===== src/rtl/hazard_ctrl_pkg.sv =====
// hazard_ctrl_pkg: opcodes, scoreboard entry, FSM states and operand-use decode shared by the hazard controller.
package hazard_ctrl_pkg;

    localparam logic [6:0] OPCODE_LOAD   = 7'b0000011;
    localparam logic [6:0] OPCODE_STORE  = 7'b0100011;
    localparam logic [6:0] OPCODE_BRANCH = 7'b1100011;
    localparam logic [6:0] OPCODE_JAL    = 7'b1101111;
    localparam logic [6:0] OPCODE_JALR   = 7'b1100111;
    localparam logic [6:0] OPCODE_LUI    = 7'b0110111;
    localparam logic [6:0] OPCODE_AUIPC  = 7'b0010111;
    localparam logic [6:0] OPCODE_OP     = 7'b0110011;
    localparam logic [6:0] OPCODE_OPIMM  = 7'b0010011;

    typedef struct packed {
        logic       valid;
        logic [4:0] rd;
        logic       is_load;
    } sb_entry_t;

    typedef enum logic [1:0] {RUN, STALL, FLUSH} hz_state_e;

    function automatic logic uses_rs1(input logic [6:0] op);
        return !(op inside {OPCODE_LUI, OPCODE_AUIPC, OPCODE_JAL});
    endfunction

    function automatic logic uses_rs2(input logic [6:0] op);
        return op inside {OPCODE_OP, OPCODE_STORE, OPCODE_BRANCH};
    endfunction

    function automatic logic writes_rd(input logic [6:0] op, input logic [4:0] rd);
        return !(op inside {OPCODE_STORE, OPCODE_BRANCH}) && rd != 5'd0;
    endfunction

endpackage


===== src/rtl/hazard_scoreboard.sv =====
// hazard_scoreboard: EX/MEM/WB destination shadow and RAW match against the decode instruction.
module hazard_scoreboard
    import hazard_ctrl_pkg::*;
#(
    parameter int SB_DEPTH = 3
) (
    input  logic       clk,
    input  logic       rst,
    input  logic       dec_valid_i,
    input  logic [6:0] dec_opcode_i,
    input  logic [4:0] dec_rd_i,
    input  logic [4:0] dec_rs1_i,
    input  logic [4:0] dec_rs2_i,
    input  logic       fwd_en_i,
    input  logic       issue_i,
    output logic       hazard_o
);

    sb_entry_t sb [SB_DEPTH];
    logic      u1;
    logic      u2;
    logic      hz;

    assign u1 = uses_rs1(dec_opcode_i) && dec_rs1_i != 5'd0;
    assign u2 = uses_rs2(dec_opcode_i) && dec_rs2_i != 5'd0;

    always_ff @(posedge clk or negedge rst) begin
        if (!rst) begin
            for (int i = 0; i < SB_DEPTH; i++) sb[i] <= '0;
        end else begin
            sb[0] <= issue_i ? {writes_rd(dec_opcode_i, dec_rd_i), dec_rd_i, dec_opcode_i == OPCODE_LOAD} : '0;
            for (int i = 1; i < SB_DEPTH; i++) sb[i] <= sb[i-1];
        end
    end

    // With forwarding only a load still in EX can't supply its result in time.
    always_comb begin
        hz = 1'b0;
        for (int i = 0; i < SB_DEPTH; i++)
            if (sb[i].valid && (!fwd_en_i || (i == 0 && sb[i].is_load)) &&
                ((u1 && dec_rs1_i == sb[i].rd) || (u2 && dec_rs2_i == sb[i].rd)))
                hz = 1'b1;
        hazard_o = dec_valid_i && hz;
    end

endmodule


===== src/rtl/hazard_ctrl.sv =====
// hazard_ctrl: decode-stage sequencer for RAW stalls, branch redirect/flush and stall/flush perf counters.
module hazard_ctrl
    import hazard_ctrl_pkg::*;
#(
    parameter int AWIDTH       = 32,
    parameter int SB_DEPTH     = 3,
    parameter int FLUSH_CYCLES = 2
) (
    input  logic              clk,
    input  logic              rst,
    input  logic              dec_valid_i,
    input  logic [6:0]        dec_opcode_i,
    input  logic [4:0]        dec_rd_i,
    input  logic [4:0]        dec_rs1_i,
    input  logic [4:0]        dec_rs2_i,
    input  logic              fwd_en_i,
    input  logic              br_taken_i,
    input  logic [AWIDTH-1:0] br_target_i,
    output logic              stall_fd_o,
    output logic              bubble_ex_o,
    output logic              flush_o,
    output logic              redirect_valid_o,
    output logic [AWIDTH-1:0] redirect_pc_o,
    output logic [31:0]       stall_cnt_o,
    output logic [31:0]       flush_cnt_o
);

    hz_state_e  state;
    logic [2:0] fcnt;
    logic       hazard;
    logic       issue;

    hazard_scoreboard #(.SB_DEPTH(SB_DEPTH)) u_sb (
        .clk          (clk),
        .rst          (rst),
        .dec_valid_i  (dec_valid_i),
        .dec_opcode_i (dec_opcode_i),
        .dec_rd_i     (dec_rd_i),
        .dec_rs1_i    (dec_rs1_i),
        .dec_rs2_i    (dec_rs2_i),
        .fwd_en_i     (fwd_en_i),
        .issue_i      (issue),
        .hazard_o     (hazard)
    );

    assign flush_o     = state == FLUSH;
    assign stall_fd_o  = hazard && !br_taken_i && !flush_o;
    assign bubble_ex_o = !dec_valid_i || stall_fd_o || br_taken_i || flush_o;
    assign issue       = dec_valid_i && !stall_fd_o && !bubble_ex_o;

    // A taken branch always wins, including restarting an in-progress flush.
    always_ff @(posedge clk or negedge rst) begin
        if (!rst) begin
            state <= RUN;
            fcnt  <= '0;
        end else if (br_taken_i) begin
            state <= FLUSH;
            fcnt  <= 3'(FLUSH_CYCLES);
        end else if (state == FLUSH) begin
            state <= (fcnt == 3'd1) ? RUN : FLUSH;
            fcnt  <= fcnt - 3'd1;
        end else begin
            state <= hazard ? STALL : RUN;
        end
    end

    always_ff @(posedge clk or negedge rst) begin
        if (!rst) begin
            redirect_valid_o <= 1'b0;
            redirect_pc_o    <= '0;
        end else begin
            redirect_valid_o <= br_taken_i;
            if (br_taken_i) redirect_pc_o <= br_target_i & ~AWIDTH'(3);
        end
    end

    always_ff @(posedge clk or negedge rst) begin
        if (!rst) begin
            stall_cnt_o <= '0;
            flush_cnt_o <= '0;
        end else begin
            if (stall_fd_o && !(&stall_cnt_o)) stall_cnt_o <= stall_cnt_o + 32'd1;
            if (br_taken_i && !(&flush_cnt_o)) flush_cnt_o <= flush_cnt_o + 32'd1;
        end
    end

endmodule


===== config.mk =====
export PLATFORM = sky130hd
export DESIGN_NAME = hazard_ctrl
export DESIGN_NICKNAME = d
export VERILOG_FILES = /design/src/rtl/hazard_ctrl_pkg.sv /design/src/rtl/hazard_scoreboard.sv /design/src/rtl/hazard_ctrl.sv
export SDC_FILE = /design/constraint.sdc
export NUM_CORES = 1
export LEC_CHECK = 0
export BUFFER_PORTS_ARGS = -buffer_cell sky130_fd_sc_hd__buf_4
export CAP_MARGIN = 10
export CORE_MARGIN = 3
export CORE_UTILIZATION = 50
export CTS_BUF_LIST = sky130_fd_sc_hd__clkbuf_2 sky130_fd_sc_hd__clkbuf_4 sky130_fd_sc_hd__clkbuf_8
export DETAILED_ROUTE_END_ITERATION = 8
export GPL_TIMING_DRIVEN = 0
export PLACE_DENSITY = 0.77
export REMOVE_ABC_BUFFERS = 1
export SYNTH_ARGS = -nofsm -noshare
export SYNTH_HDL_FRONTEND = slang
export SYNTH_SLANG_ARGS = --single-unit

===== constraint.sdc =====
create_clock -name clk -period 10.16 [get_ports clk]
set_input_delay 3.048 -clock clk [delete_from_list [all_inputs] [get_ports clk]]
set_output_delay 3.048 -clock clk [all_outputs]
set_load 0.05 [all_outputs]

======== After elaboration in Yosys (flattened, before gate mapping) ========
Index checks and enable logic that the tools add are counted.
word-level totals
  register bits ........................... 119
  latch bits .............................. 0
  memory bits (writable) .................. 0
  memory bits (read-only) ................. 0
  bits of input ports ..................... 59
  output and inout bits ................... 100
  logic and storage cells ................. 89
  memories kept ........................... 0
operators by class
  $add $sub $neg .......................... 3
  multipliers ............................. 0
  div/mod/pow operators ................... 0
  $lt $le $gt $ge ......................... 0
  eq/ne operators ......................... 15
  shifts and indexed selects .............. 0
  multiplexer cells ....................... 10
  bitwise logic cells ..................... 0
  reduce and logical (&&, ||, !) cells .... 48
operator list
  kind                   number
  $add 32x1->32 const B  2
  $reduce_and 32->1      2
  $eq 5x5->1             6
  $logic_and 1x1->1      22
  $eq 7x6->1 const B     3
  $reduce_bool 5->1      3
  $eq 7x7->1 const B     2
  $logic_not 1->1        10
  $eq 7x2->1 const B     1
  $eq 7x5->1 const B     1
  $logic_or 1x1->1       7
  $mux 7                 1
  $mux 2                 3
  $mux 3                 2
  $reduce_bool 3->1      2
  $mux 1                 4
  $reduce_bool 2->1      2
  $eq 3x1->1 const B     1
  $sub 3x1->3 const B    1
  $eq 2x2->1 const B     1

======== Logic depth before layout (Yosys ltp) ========
Gate-level depths: netlist of the first run.
  depth in word-level cells ............... 19
  mapped depth ............................ 9

======== Cells and area by module ========
From an unflattened synthesis of the first run, not the netlist that was laid out.
unflattened totals
  cell total of the unflattened synthesis .. 466
  area, all modules ....................... 5,497.8 sq um
modules (own cells, without submodules)
  module             times used  cells an instance  area each (sq um)
  hazard_ctrl        1           376                4,483.0
  hazard_scoreboard  1           90                 1,014.7

======== Worst setup path before layout of the first run ========
OpenSTA, ideal clock, no wires.
  kind .................................... input port to output port
  start point ............................. input dec_opcode_i[2]
  end point ............................... output stall_fd_o
  arrival time ............................ 5.019 ns
  setup slack ............................. 2.093 ns
  stages on the path ...................... 8
  path buffers ............................ 2
  cell sequence ........................... and4bb_2 > o211ai_2 > nor4_1 > a21oi_1 > o221a_2 > buf_6 > buf_2 > nor2_1
between the ends
  longest elaborated chain between the ends .. 13
ends and longest elaborated chain
  element                                   line                     source
  from (decl)                               hazard_ctrl.sv:12        input logic [6:0] dec_opcode_i,
  $eq 7x6->1, or another cell as far along  hazard_ctrl_pkg.sv:23    return !(op inside {OPCODE_LUI, OPCODE_AUIPC, OPCODE_JAL});
  $reduce_bool 3->1                         hazard_ctrl_pkg.sv:23
  $logic_not 1->1                           hazard_ctrl_pkg.sv:23
  $logic_and 1x1->1                         hazard_scoreboard.sv:24  assign u1 = uses_rs1(dec_opcode_i) && dec_rs1_i != 5'd0;
  $logic_and 1x1->1                         hazard_scoreboard.sv:41  ((u1 && dec_rs1_i == sb[i].rd) || (u2 && dec_rs2_i == sb[i].rd)))
  $logic_or 1x1->1                          hazard_scoreboard.sv:41
  $logic_and 1x1->1                         hazard_scoreboard.sv:40  if (sb[i].valid && (!fwd_en_i || (i == 0 && sb[i].is_load)) &&
  $mux 1 (2 in series)                      hazard_scoreboard.sv:40
  $mux 1 *                                  hazard_scoreboard.sv:40
  $logic_and 1x1->1 *                       hazard_scoreboard.sv:43  hazard_o = dec_valid_i && hz;
  $logic_and 1x1->1 * (2 in series)         hazard_ctrl.sv:47        assign stall_fd_o = hazard && !br_taken_i && !flush_o;
  to (decl)                                 hazard_ctrl.sv:19        output logic stall_fd_o,
Mark *: on every way between the ends. The rest lies on a longest branch, timed or not.

======== Worst setup path in the final report of the first run ========
  start point ............................. input dec_rs2_i[0]
  end point ............................... output bubble_ex_o
between the ends
  longest elaborated chain between the ends .. 14
ends and longest elaborated chain
  element                            line                     source
  from (decl)                        hazard_ctrl.sv:15        input logic [4:0] dec_rs2_i,
  $reduce_bool 5->1                  hazard_scoreboard.sv:25  assign u2 = uses_rs2(dec_opcode_i) && dec_rs2_i != 5'd0;
  $logic_and 1x1->1                  hazard_scoreboard.sv:25
  $logic_and 1x1->1                  hazard_scoreboard.sv:41
  $logic_or 1x1->1                   hazard_scoreboard.sv:41
  $logic_and 1x1->1                  hazard_scoreboard.sv:40
  $mux 1 (2 in series)               hazard_scoreboard.sv:40
  $mux 1 *                           hazard_scoreboard.sv:40
  $logic_and 1x1->1 *                hazard_scoreboard.sv:43
  $logic_and 1x1->1 * (2 in series)  hazard_ctrl.sv:47
  $logic_or 1x1->1 * (3 in series)   hazard_ctrl.sv:48        assign bubble_ex_o = !dec_valid_i || stall_fd_o || br_taken_i || flush_o;
  to (decl)                          hazard_ctrl.sv:20        output logic bubble_ex_o,
Marks and branches as above.

==> results of run 1 <==
cell type report:
class	count	share of cell area
clock buffer	21	0.0399
clock inverter	11	0.0202
inverter	16	0.00828
multi-input combinational	332	0.334
sequential	119	0.411
tap	136	0.0235
timing repair buffer	155	0.164
power breakdown:
| group | leakage, uW | switching, uW | internal [uW] |
|---|---|---|---|
| Clock | 0.000206 | 185 | 268 |
| Combinational | 0.00179 | 153 | 83.3 |
| Sequential | 0.00153 | 31.2 | 505 |
| Total | 0.00353 | 369 | 857 |
kinds of logic after synthesis:
logic type               count (synthesis)  share of synthesized area
adder cells (fa/ha/maj)                  4                    0.00904
flip-flops                             119                      0.538
AND/OR/NAND/NOR                        188                      0.194
multiplexers                            31                     0.0631
XOR/XNOR                                94                      0.149
AO/OA/AOI/OAI                           13                     0.0210
buffers and inverters                   29                     0.0255
other                                    1                   0.000678
layout by cell type (no fill, tap or decap), drive strengths merged, types with 5 or more instances in the layout:
cell type  Yosys  final
nor3b          5      5
xnor2         42     42
nor2          26     26
inv           16     16
xor2          52     52
mux2          31     31
and3          16     16
dfrtp        119    119
nor3          31     31
or4            5      5
nand4         21     21
buf           12    155
clkinvlp       0      5
nor4           8      8
nand2         26     26
nand3         29     29
clkbuf         1     21
metal layers:
layer	GRT usage	up-vias
met3	0.0557	17
met4	0.0868	0
met1	0.270	2013
li1	-	1995
met2	0.336	152
met5	0	-
synthesized netlist by cell type (all sizes together), types with 8 or more instances:
cell     n
and3    16
buf     12
dfrtp  119
inv     16
mux2    31
nand2   26
nand3   29
nand4   21
nor2    26
nor3    31
nor4     8
xnor2   42
xor2    52
stage by stage:
stage	hold WS (ns)	utilization	area, um2	setup slack [ns]
global route	0.389	0.687	7250	1.64
detailed placement	0.360	0.646	6810	1.81
CTS	0.376	0.687	7250	1.82
floorplan	0.348	-	5460	2.11
global placement	0.359	0.643	6780	1.81
finish	0.375	0.687	7250	1.82
sequential cells by signal (all words and copies together), names as in the netlist:
register and cells:
fcnt 3, redirect_valid_o 1, flush_cnt_o 32, redirect_pc_o 30, state 2, u_sb.sb 19, stall_cnt_o 32
path summary, 6_finish.rpt:
path                                             from                       endpoint  slack [ns]  cells past startpoint
hold reg to reg                 u_sb.sb[20]$_DFF_PN0_          u_sb.sb[13]$_DFF_PN0_        0.37                      0
min in group asynchronous                         rst     flush_cnt_o[6]$_DFFE_PN0P_        2.46                      1
setup / recovery                         dec_rs2_i[0]                    bubble_ex_o        1.82                      8
setup reg to reg           stall_cnt_o[8]$_DFFE_PN0P_     stall_cnt_o[1]$_DFFE_PN0P_        7.41                      6
hold / removal                  u_sb.sb[20]$_DFF_PN0_          u_sb.sb[13]$_DFF_PN0_        0.37                      0
max in group asynchronous                         rst  redirect_pc_o[10]$_DFFE_PN0P_        6.97                      2
==> key figures, run 1 <==
Outcome
  • Status: complete, no violations

Setup path
  • Crit Path Class: in2out
  • Most numerous cell on the critical path: buf_4
  • Buffers & Inverters on Critical Path: 2
  • Crit-path max FO: 39
  • WP data arrival: 5.30 ns
  • Element type at the critical path end: output port
  • CP top delay family: compound AO/OA/AOI/OAI gates
  • CP cell instances: buf_4 > or4_1 > o211ai_2 > nor4_1 > a21oi_1 > o221a_2 > nand2_4 > buf_4
  • Worst Setup Start Kind: input pin
  • Max incr delay on CP: 0.78 ns
  • CP Data Required Time: 7.11 ns
  • CP max stage cell: o221a_2

Cells and area
  • Reg area: 2980 um2
  • Antenna Cells: 0
  • Area of the multi-input gates: 2420 um2
  • Finished Layout Cells: 790
  • Area Overhead vs Synth: 31.0%
  • Nets@finish: 704
  • Layout cell share with drive strength beyond 1: 0.359
  • Fill count: 817

STA
  • Final worst-path cycle share: 0.821
  • Highest clock rate: 120 MHz
  • Slew Limit Fails: 0
  • Max_slew headroom: 0.264
  • Setup TNS: 0 ns
  • Finish-stage setup viols: 0
  • Final clock skew: 0.0101 ns
  • RSZ-0062 raised after global routing: false
  • Final hold viol count: 0
  • Slew @ Worst Pin: 1.10 ns
  • Min cycle time layout: 8.34 ns

Synthesis
  • Largest area contributor in the synthesized netlist: dfrtp_1
  • Post-synthesis async set-or-reset flop share: 1.00
  • Sequential-to-total area share from yosys stat: 0.538
  • Ys Warns: 0
  • Synth Register Bits: 119
  • Synth Cell Area: 5530 um2
  • Largest cells by area after synthesis: dfrtp_1 54%, xor2_1 8.2%, xnor2_1 6.6%
  • Syn_area_per_cell: 11.6 um2
  • Number of flops mapped to enable cells by yosys: 0
  • Syn Inst Count: 479
  • Synth top area share: 0.538
  • Count of cell types in the netlist: 49
  • Main synth FF type: dfrtp_1

Routing
  • Metal2 WL: 6240 um
  • DR WL/cell: 15.9 um
  • Vias per cell: 5.29
  • Routed vias: 4177
  • Post-route ant nets: 0
  • DRC: 0
  • DRT iter0 DRCs: 238
  • Met3 wire length: 769 um
  • Uppermost layer routed: met4
  • Detailed Route WL: 12500 um
  • Metal-1 WL: 5290 um
  • Drt pass-1 iters: 4

Clocking
  • Setup bufs post-CTS: 0
  • Num CTS Buffers: 17
  • CTS sink count: 119
  • Max clock buf depth: 2
  • Worst-Skew Late Latency: 0.42 ns
  • Hold-fix buffers, CTS: 0
  • H-tree levels: 4
  • # resized after CTS: 0
  • Clock transition at the registers of the reported paths: 0.07 ns
  • TritonCTS clock tree: built
  • Clock Root Buffer: clkbuf_8

Die
  • Row count: 37
  • Die ar.: 12400 um2
  • Core Footprint: 10600 um2
  • Die W: 111 um
  • Initial core utilization: 0.524
  • Die height: 111 um
  • IO Pins: 159

GRT
  • Initial antenna violation count: 0
  • Largest net degree at the start of global routing: 98
  • GRT overflow: 0
  • First-pass GRT wire length: 21100 um
  • GRT Overall Usage: 0.209
  • Vias in the first global route: 4292

Worst hold path
  • Worst hold path class: reg2reg

Place
  • RePlAce Congestion: 0.863
  • Port-buffer cells: 154
  • Placed Instances: 758
  • HPWL Detailed: 9080 um

Power and ir drop
  • Pleak: 0.00353 uW
  • Pwr Total: 1230 uW
  • Pwr Density: 169 nW/um2
  • Worst VDD drop: 0.190 mV

Run
  • Max Cap Violations: 0
(Power assumes the default switching activity.)
==> inputs of run 2 (changes only) <==
--- a/config.mk
+++ b/config.mk
@@ -8,11 +8,11 @@
 export BUFFER_PORTS_ARGS = -buffer_cell sky130_fd_sc_hd__buf_4
 export CAP_MARGIN = 10
 export CORE_MARGIN = 3
-export CORE_UTILIZATION = 50
+export CORE_UTILIZATION = 49
 export CTS_BUF_LIST = sky130_fd_sc_hd__clkbuf_2 sky130_fd_sc_hd__clkbuf_4 sky130_fd_sc_hd__clkbuf_8
 export DETAILED_ROUTE_END_ITERATION = 8
 export GPL_TIMING_DRIVEN = 0
-export PLACE_DENSITY = 0.77
+export PLACE_DENSITY = 0.79
 export REMOVE_ABC_BUFFERS = 1
 export SYNTH_ARGS = -nofsm -noshare
 export SYNTH_HDL_FRONTEND = slang
==> constraint.sdc (replaced) <==
create_clock -name clk -period 7.67 [get_ports clk]
set_input_delay 2.301 -clock clk [delete_from_list [all_inputs] [get_ports clk]]
set_output_delay 2.301 -clock clk [all_outputs]
set_load 0.05 [all_outputs]
==> key figures, run 2 (synthesis gave the netlist of run 1 again) <==
Outcome
  • Status: complete, no violations

Setup path
  • Critical path startpoint: dec_rs2_i[0]
  • Most numerous cell on the critical path: buf_4
  • Worst R2R Setup Slack: 5.01 ns (-2.40 ns)
  • CP Data Required Time: 5.37 ns (-1.74 ns)
  • Element type at the critical path end: output port
  • CP cell instances: buf_4 > or4_1 > o211ai_2 > nor4_1 > a21oi_1 > o221a_2 > nand2_4 > buf_4
  • Worst Setup Start Kind: input pin
  • Crit-path max FO: 39 (unchanged)
  • CP top delay family: compound AO/OA/AOI/OAI gates
  • Reg2reg start: stall_cnt_o[8]$_DFFE_PN0P_
  • WP data arrival: 4.53 ns (-0.77 ns)
  • Max incr delay on CP: 0.79 ns (about the same)
  • CP max stage cell: o221a_2
  • Buffers & Inverters on Critical Path: 2 (unchanged)
  • Crit Path Class: in2out

Power and ir drop
  • Pwr Density: 223 nW/um2 (+32%)
  • Pleak: 0.00353 uW (-0.21%)
  • Worst VDD drop: 0.138 mV (-28%)

Die
  • Initial core utilization: 0.506 (-0.0182)
  • IO Pins: 159 (unchanged)
  • Row count: 38 (+2.7%)
  • Die W: 112 um (+0.96%)
  • Die ar.: 12600 um2 (+1.9%)
  • Core Footprint: 10900 um2 (+3.6%)
  • Die height: 112 um (+0.96%)

Clocking
  • H-tree levels: 4 (unchanged)
  • TritonCTS clock tree: built
  • Hold-fix buffers, CTS: 0 (unchanged)
  • Clock Root Buffer: clkbuf_8
  • Num CTS Buffers: 17 (unchanged)
  • Setup bufs post-CTS: 0 (unchanged)
  • Max clock buf depth: 2 (unchanged)
  • Clock transition at the registers of the reported paths: 0.07 ns (about the same)
  • Worst-Skew Late Latency: 0.43 ns (about the same)
  • # resized after CTS: 0 (unchanged)
  • CTS sink count: 119 (unchanged)

Place
  • DP Worst Slack: 0.841 ns (-0.971 ns)
  • DP Area: 6820 um2 (about the same)
  • RePlAce Congestion: 0.827 (-4.2%)
  • Port-buffer cells: 154 (unchanged)
  • HPWL Detailed: 8860 um (-2.4%)

STA
  • Max_slew headroom: 0.263 (-0.000843)
  • Min cycle time layout: 6.83 ns
  • Highest clock rate: 146 MHz
  • Final clock skew: 0.0128 ns (+0.00263 ns)
  • Slew Limit Fails: 0 (unchanged)
  • Post-route worst setup slack: 0.840 ns (-0.975 ns)
  • Slew @ Worst Pin: 1.10 ns (+0.00126 ns)
  • Final worst-path cycle share: 0.890
  • Setup TNS: 0 ns (unchanged)
  • Final hold viol count: 0 (unchanged)
  • Hold_ws: 0.373 ns (-0.00234 ns)
  • Finish-stage setup viols: 0 (unchanged)
  • RSZ-0062 raised after global routing: false

Cells and area
  • Commonest non-fill, non-tap cell in the layout: buf_4
  • Fill count: 862 (+5.5%)
  • Area Overhead vs Synth: 30.9% (about the same)
  • Cell area after layout: 7240 um2 (about the same)
  • Antenna Cells: 0 (unchanged)
  • Commonest non-fill, non-tap cells in the layout: 153 x buf_4, 119 x dfrtp_1, 52 x xor2_1, 42 x xnor2_1, 31 x mux2_2
  • Biggest regs: flush_cnt_o x32, stall_cnt_o x32, redirect_pc_o x30
  • Layout cell share with drive strength beyond 1: 0.359 (unchanged)
  • Area of the multi-input gates: 2420 um2 (unchanged)
  • Nets@finish: 704 (unchanged)
  • Reg area: 2980 um2 (unchanged)

Routing
  • Post-route ant nets: 0 (unchanged)
  • DRT iter0 DRCs: 206 (-13%)
  • Drt pass-1 iters: 4 (unchanged)
  • Vias per cell: 5.26 (-0.46%)
  • DR WL/cell: 15.4 um (-2.8%)
  • Routed vias: 4179 (+0.048%)
  • DRC: 0 (unchanged)
  • Detailed Route WL: 12300 um (-2.3%)

GRT
  • GRT overflow: 0 (unchanged)
  • Vias in the first global route: 4237 (-1.3%)
  • GRT Overall Usage: 0.200 (-0.00977)
  • Initial antenna violation count: 0 (unchanged)
  • Largest net degree at the start of global routing: 61 (-38%)
  • First-pass GRT wire length: 20600 um (-2.2%)

Run
  • Max Cap Violations: 0 (unchanged)

Worst hold path
  • Hold path start: u_sb.sb[20]$_DFF_PN0_
  • Worst hold path class: reg2reg
==> run 2: changes by cell type in the layout (fill, tap and decap cells not counted), sizes merged <==
cell | previous run | this run
clkinvlp | 5 | 6
clkbuf | 21 | 20
==> run 2: stage by stage <==
step,power [uW],utilization,instances
6_report,1620,0.662,794
5_1_grt,1690,0.662,794
4_1_cts,1630,0.662,794
3_5_place_dp,1040,0.624,762
3_3_place_gp,1020,0.621,761
2_1_floorplan,910,-,467
==> run 2: routing by layer <==
layer,track usage,part of all wire
met4,0.0609,0.010
met2,0.324,0.49
met5,0,0
met1,0.261,0.43
met3,0.0593,0.068
==> run 2: report_power, final <==
group	switching [uW]	internal, uW
registers	40.5	669
logic	202	111
clock network	248	345
total	491	1120
==> run 2: final cells by class <==
| class | count | area share |
|---|---|---|
| Tap cell | 140 | 0.0242 |
| Clock buffer | 20 | 0.0380 |
| Timing Repair Buffer | 155 | 0.164 |
| Inverter | 16 | 0.00829 |
| Sequential cell | 119 | 0.411 |
| Multi-Input combinational cell | 332 | 0.334 |
| Clock inverter | 12 | 0.0207 |
==> run 2: path summary, 6_finish.rpt <==
| kind | end | cells after the start |
|---|---|---|
| max | bubble_ex_o | 8 |
| min | u_sb.sb[13]$_DFF_PN0_ | 0 |
| max reg2reg | stall_cnt_o[1]$_DFFE_PN0P_ | 6 |
| min reg2reg | u_sb.sb[13]$_DFF_PN0_ | 0 |
| max in group asynchronous | u_sb.sb[20]$_DFF_PN0_ | 2 |
| min in group asynchronous | flush_cnt_o[1]$_DFFE_PN0P_ | 1 |
==> inputs of run 3 (changes only) <==
--- a/config.mk
+++ b/config.mk
@@ -13,7 +13,7 @@
 export DETAILED_ROUTE_END_ITERATION = 8
 export GPL_TIMING_DRIVEN = 0
 export PLACE_DENSITY = 0.79
-export REMOVE_ABC_BUFFERS = 1
 export SYNTH_ARGS = -nofsm -noshare
 export SYNTH_HDL_FRONTEND = slang
 export SYNTH_SLANG_ARGS = --single-unit
+export TNS_END_PERCENT = 100
==> key figures, run 3 (synthesis gave the netlist of run 1 again) <==
Outcome
  • Status: complete, no violations

Cells and area
  • Commonest non-fill, non-tap cell in the layout: buf_4
  • Commonest non-fill, non-tap cells in the layout: 155 x buf_4, 119 x dfrtp_1, 52 x xor2_1, 42 x xnor2_1, 31 x mux2_2
  • Final core occ: 0.670 (+0.00721)
  • Cell area after layout: 7320 um2 (+1.1%)
  • Layout cell share with drive strength beyond 1: 0.365 (+0.00554)
  • Antenna Cells: 0 (unchanged)
  • Biggest regs: flush_cnt_o x32, stall_cnt_o x32, redirect_pc_o x30
  • Area Overhead vs Synth: 32.3%
  • Nets@finish: 717 (+1.8%)

Die
  • Row count: 38 (unchanged)
  • IO Pins: 159 (unchanged)
  • Initial core utilization: 0.506 (unchanged)
  • Core Footprint: 10900 um2 (unchanged)
  • Die ar.: 12600 um2 (unchanged)
  • Die height: 112 um (unchanged)
  • Die W: 112 um (unchanged)

Run
  • Max Cap Violations: 0 (unchanged)

STA
  • Highest clock rate: 150 MHz (+2.3%)
  • Slew Limit Fails: 0 (unchanged)
  • Slew @ Worst Pin: 0.569 ns (-0.531 ns)
  • Min cycle time layout: 6.68 ns (-0.152 ns)
  • Max_slew headroom: 0.619 (+0.355)
  • Finish-stage setup viols: 0 (unchanged)
  • RSZ-0062 raised after global routing: false
  • Final clock skew: 0.00994 ns (-0.00282 ns)
  • Final hold viol count: 0 (unchanged)
  • Setup TNS: 0 ns (unchanged)
  • Final worst-path cycle share: 0.871 (-0.0198)

GRT
  • Initial antenna violation count: 0 (unchanged)
  • Largest net degree at the start of global routing: 70 (+15%)
  • GRT overflow: 0 (unchanged)
  • GRT Overall Usage: 0.226 (+0.0263)
  • Vias in the first global route: 4591 (+8.4%)
  • First-pass GRT wire length: 22900 um (+11%)

Setup path
  • Worst Setup Start Kind: input pin
  • Element type at the critical path end: output port
  • Crit-path max FO: 10 (-74%)
  • Critical path startpoint: dec_rs2_i[0]
  • WP data arrival: 4.38 ns (-0.15 ns)
  • Crit Path Class: in2out
  • Worst R2R Setup Slack: 4.99 ns (-0.02 ns)
  • CP endpoint: stall_fd_o
  • Worst reg2reg path depth: 7 (+1)
  • CP Data Required Time: 5.37 ns (about the same)
  • RR Endpoint: stall_cnt_o[22]$_DFFE_PN0P_
  • Reg2reg start: stall_cnt_o[8]$_DFFE_PN0P_

Power and ir drop
  • Worst VDD drop: 0.154 mV (+12%)
  • Pleak: 0.00359 uW (+1.7%)
  • Pwr Density: 223 nW/um2 (about the same)
  • Pwr Total: 1630 uW (+1.0%)

Clocking
  • CTS sink count: 119 (unchanged)
  • Hold-fix buffers, CTS: 0 (unchanged)
  • Max clock buf depth: 2 (unchanged)
  • # resized after CTS: 0 (unchanged)
  • Clock transition at the registers of the reported paths: 0.07 ns (about the same)
  • Clock Root Buffer: clkbuf_8
  • Num CTS Buffers: 17 (unchanged)
  • Worst-Skew Late Latency: 0.42 ns (about the same)
  • H-tree levels: 4 (unchanged)
  • Setup bufs post-CTS: 0 (unchanged)
  • TritonCTS clock tree: built

Routing
  • DRT iter0 DRCs: 288 (+40%)
  • Post-route ant nets: 0 (unchanged)
  • Detailed Route WL: 13600 um (+11%)
  • Routed vias: 4403 (+5.4%)
  • DRC: 0 (unchanged)
  • Drt pass-1 iters: 5 (+1)
  • Vias per cell: 5.46 (+3.8%)
  • DR WL/cell: 16.9 um (+9.2%)

Place
  • RePlAce Congestion: 0.890 (+7.7%)
  • Port-buffer cells: 154 (unchanged)
  • DP Area: 6900 um2 (+1.2%)
  • HPWL Detailed: 10100 um (+13%)

Worst hold path
  • Worst hold path class: reg2reg
  • Hold path start: u_sb.sb[13]$_DFF_PN0_
-- run 3: cell type report --
type | instances | area, um2
plain buffers | 13 | 81.3
clock buffers | 18 | 241
clock inverters | 13 | 181
fillers | 859 | 3610
inverters | 16 | 60.1
multi-input cells | 332 | 2420
flip-flops and latches | 119 | 2980
well taps | 140 | 175
repair buffers | 155 | 1190
-- run 3: where the power goes --
group	leakage (uW)	internal [uW]	switching, uW	total (uW)
logic	0.00184	112	206	318
clock network	0.000212	355	249	604
registers	0.00153	669	41.1	710
total	0.00359	1140	497	1630
-- run 3: worst min-delay path by stage --
| stage | end | slack (ns) | cells after the start |
|---|---|---|---|
| 5_1_grt | u_sb.sb[6]$_DFF_PN0_ | 0.42 | 0 |
| 6_report | u_sb.sb[6]$_DFF_PN0_ | 0.41 | 0 |
| 2_1_floorplan | u_sb.sb[13]$_DFF_PN0_ | 0.35 | 0 |
| 4_1_cts | u_sb.sb[6]$_DFF_PN0_ | 0.41 | 0 |
| 3_3_place_gp | u_sb.sb[13]$_DFF_PN0_ | 0.36 | 0 |
| 3_5_place_dp | u_sb.sb[6]$_DFF_PN0_ | 0.39 | 0 |
-- run 3: through the flow --
step	std cells	hold slack, ns	setup slack, ns
final	806	0.407	0.993
after global routing	806	0.416	0.859
after CTS	806	0.407	1.02
after detailed placement	775	0.387	1.03
after global placement	774	0.359	1.05
after floorplan	480	0.348	1.10
-- run 3: per-layer routing --
| layer | up-vias | track usage | routed length (um) |
|---|---|---|---|
| met2 | 178 | 0.371 | 6840 |
| met1 | 2182 | 0.289 | 5640 |
| met3 | 25 | 0.0561 | 839 |
| met4 | 0 | 0.0905 | 269 |
| li1 | 2018 | - | - |
| met5 | - | 0 | 0 |
-- run 3: worst max-delay path: stages --
cell and delay (ns):
buf_4 0.14, or4_1 0.58, o211ai_2 0.19, nor4_1 0.08
a21oi_1 0.13, o221a_2 0.26, buf_6 0.17, buf_2 0.22
nor2_1 0.09, buf_4 0.21
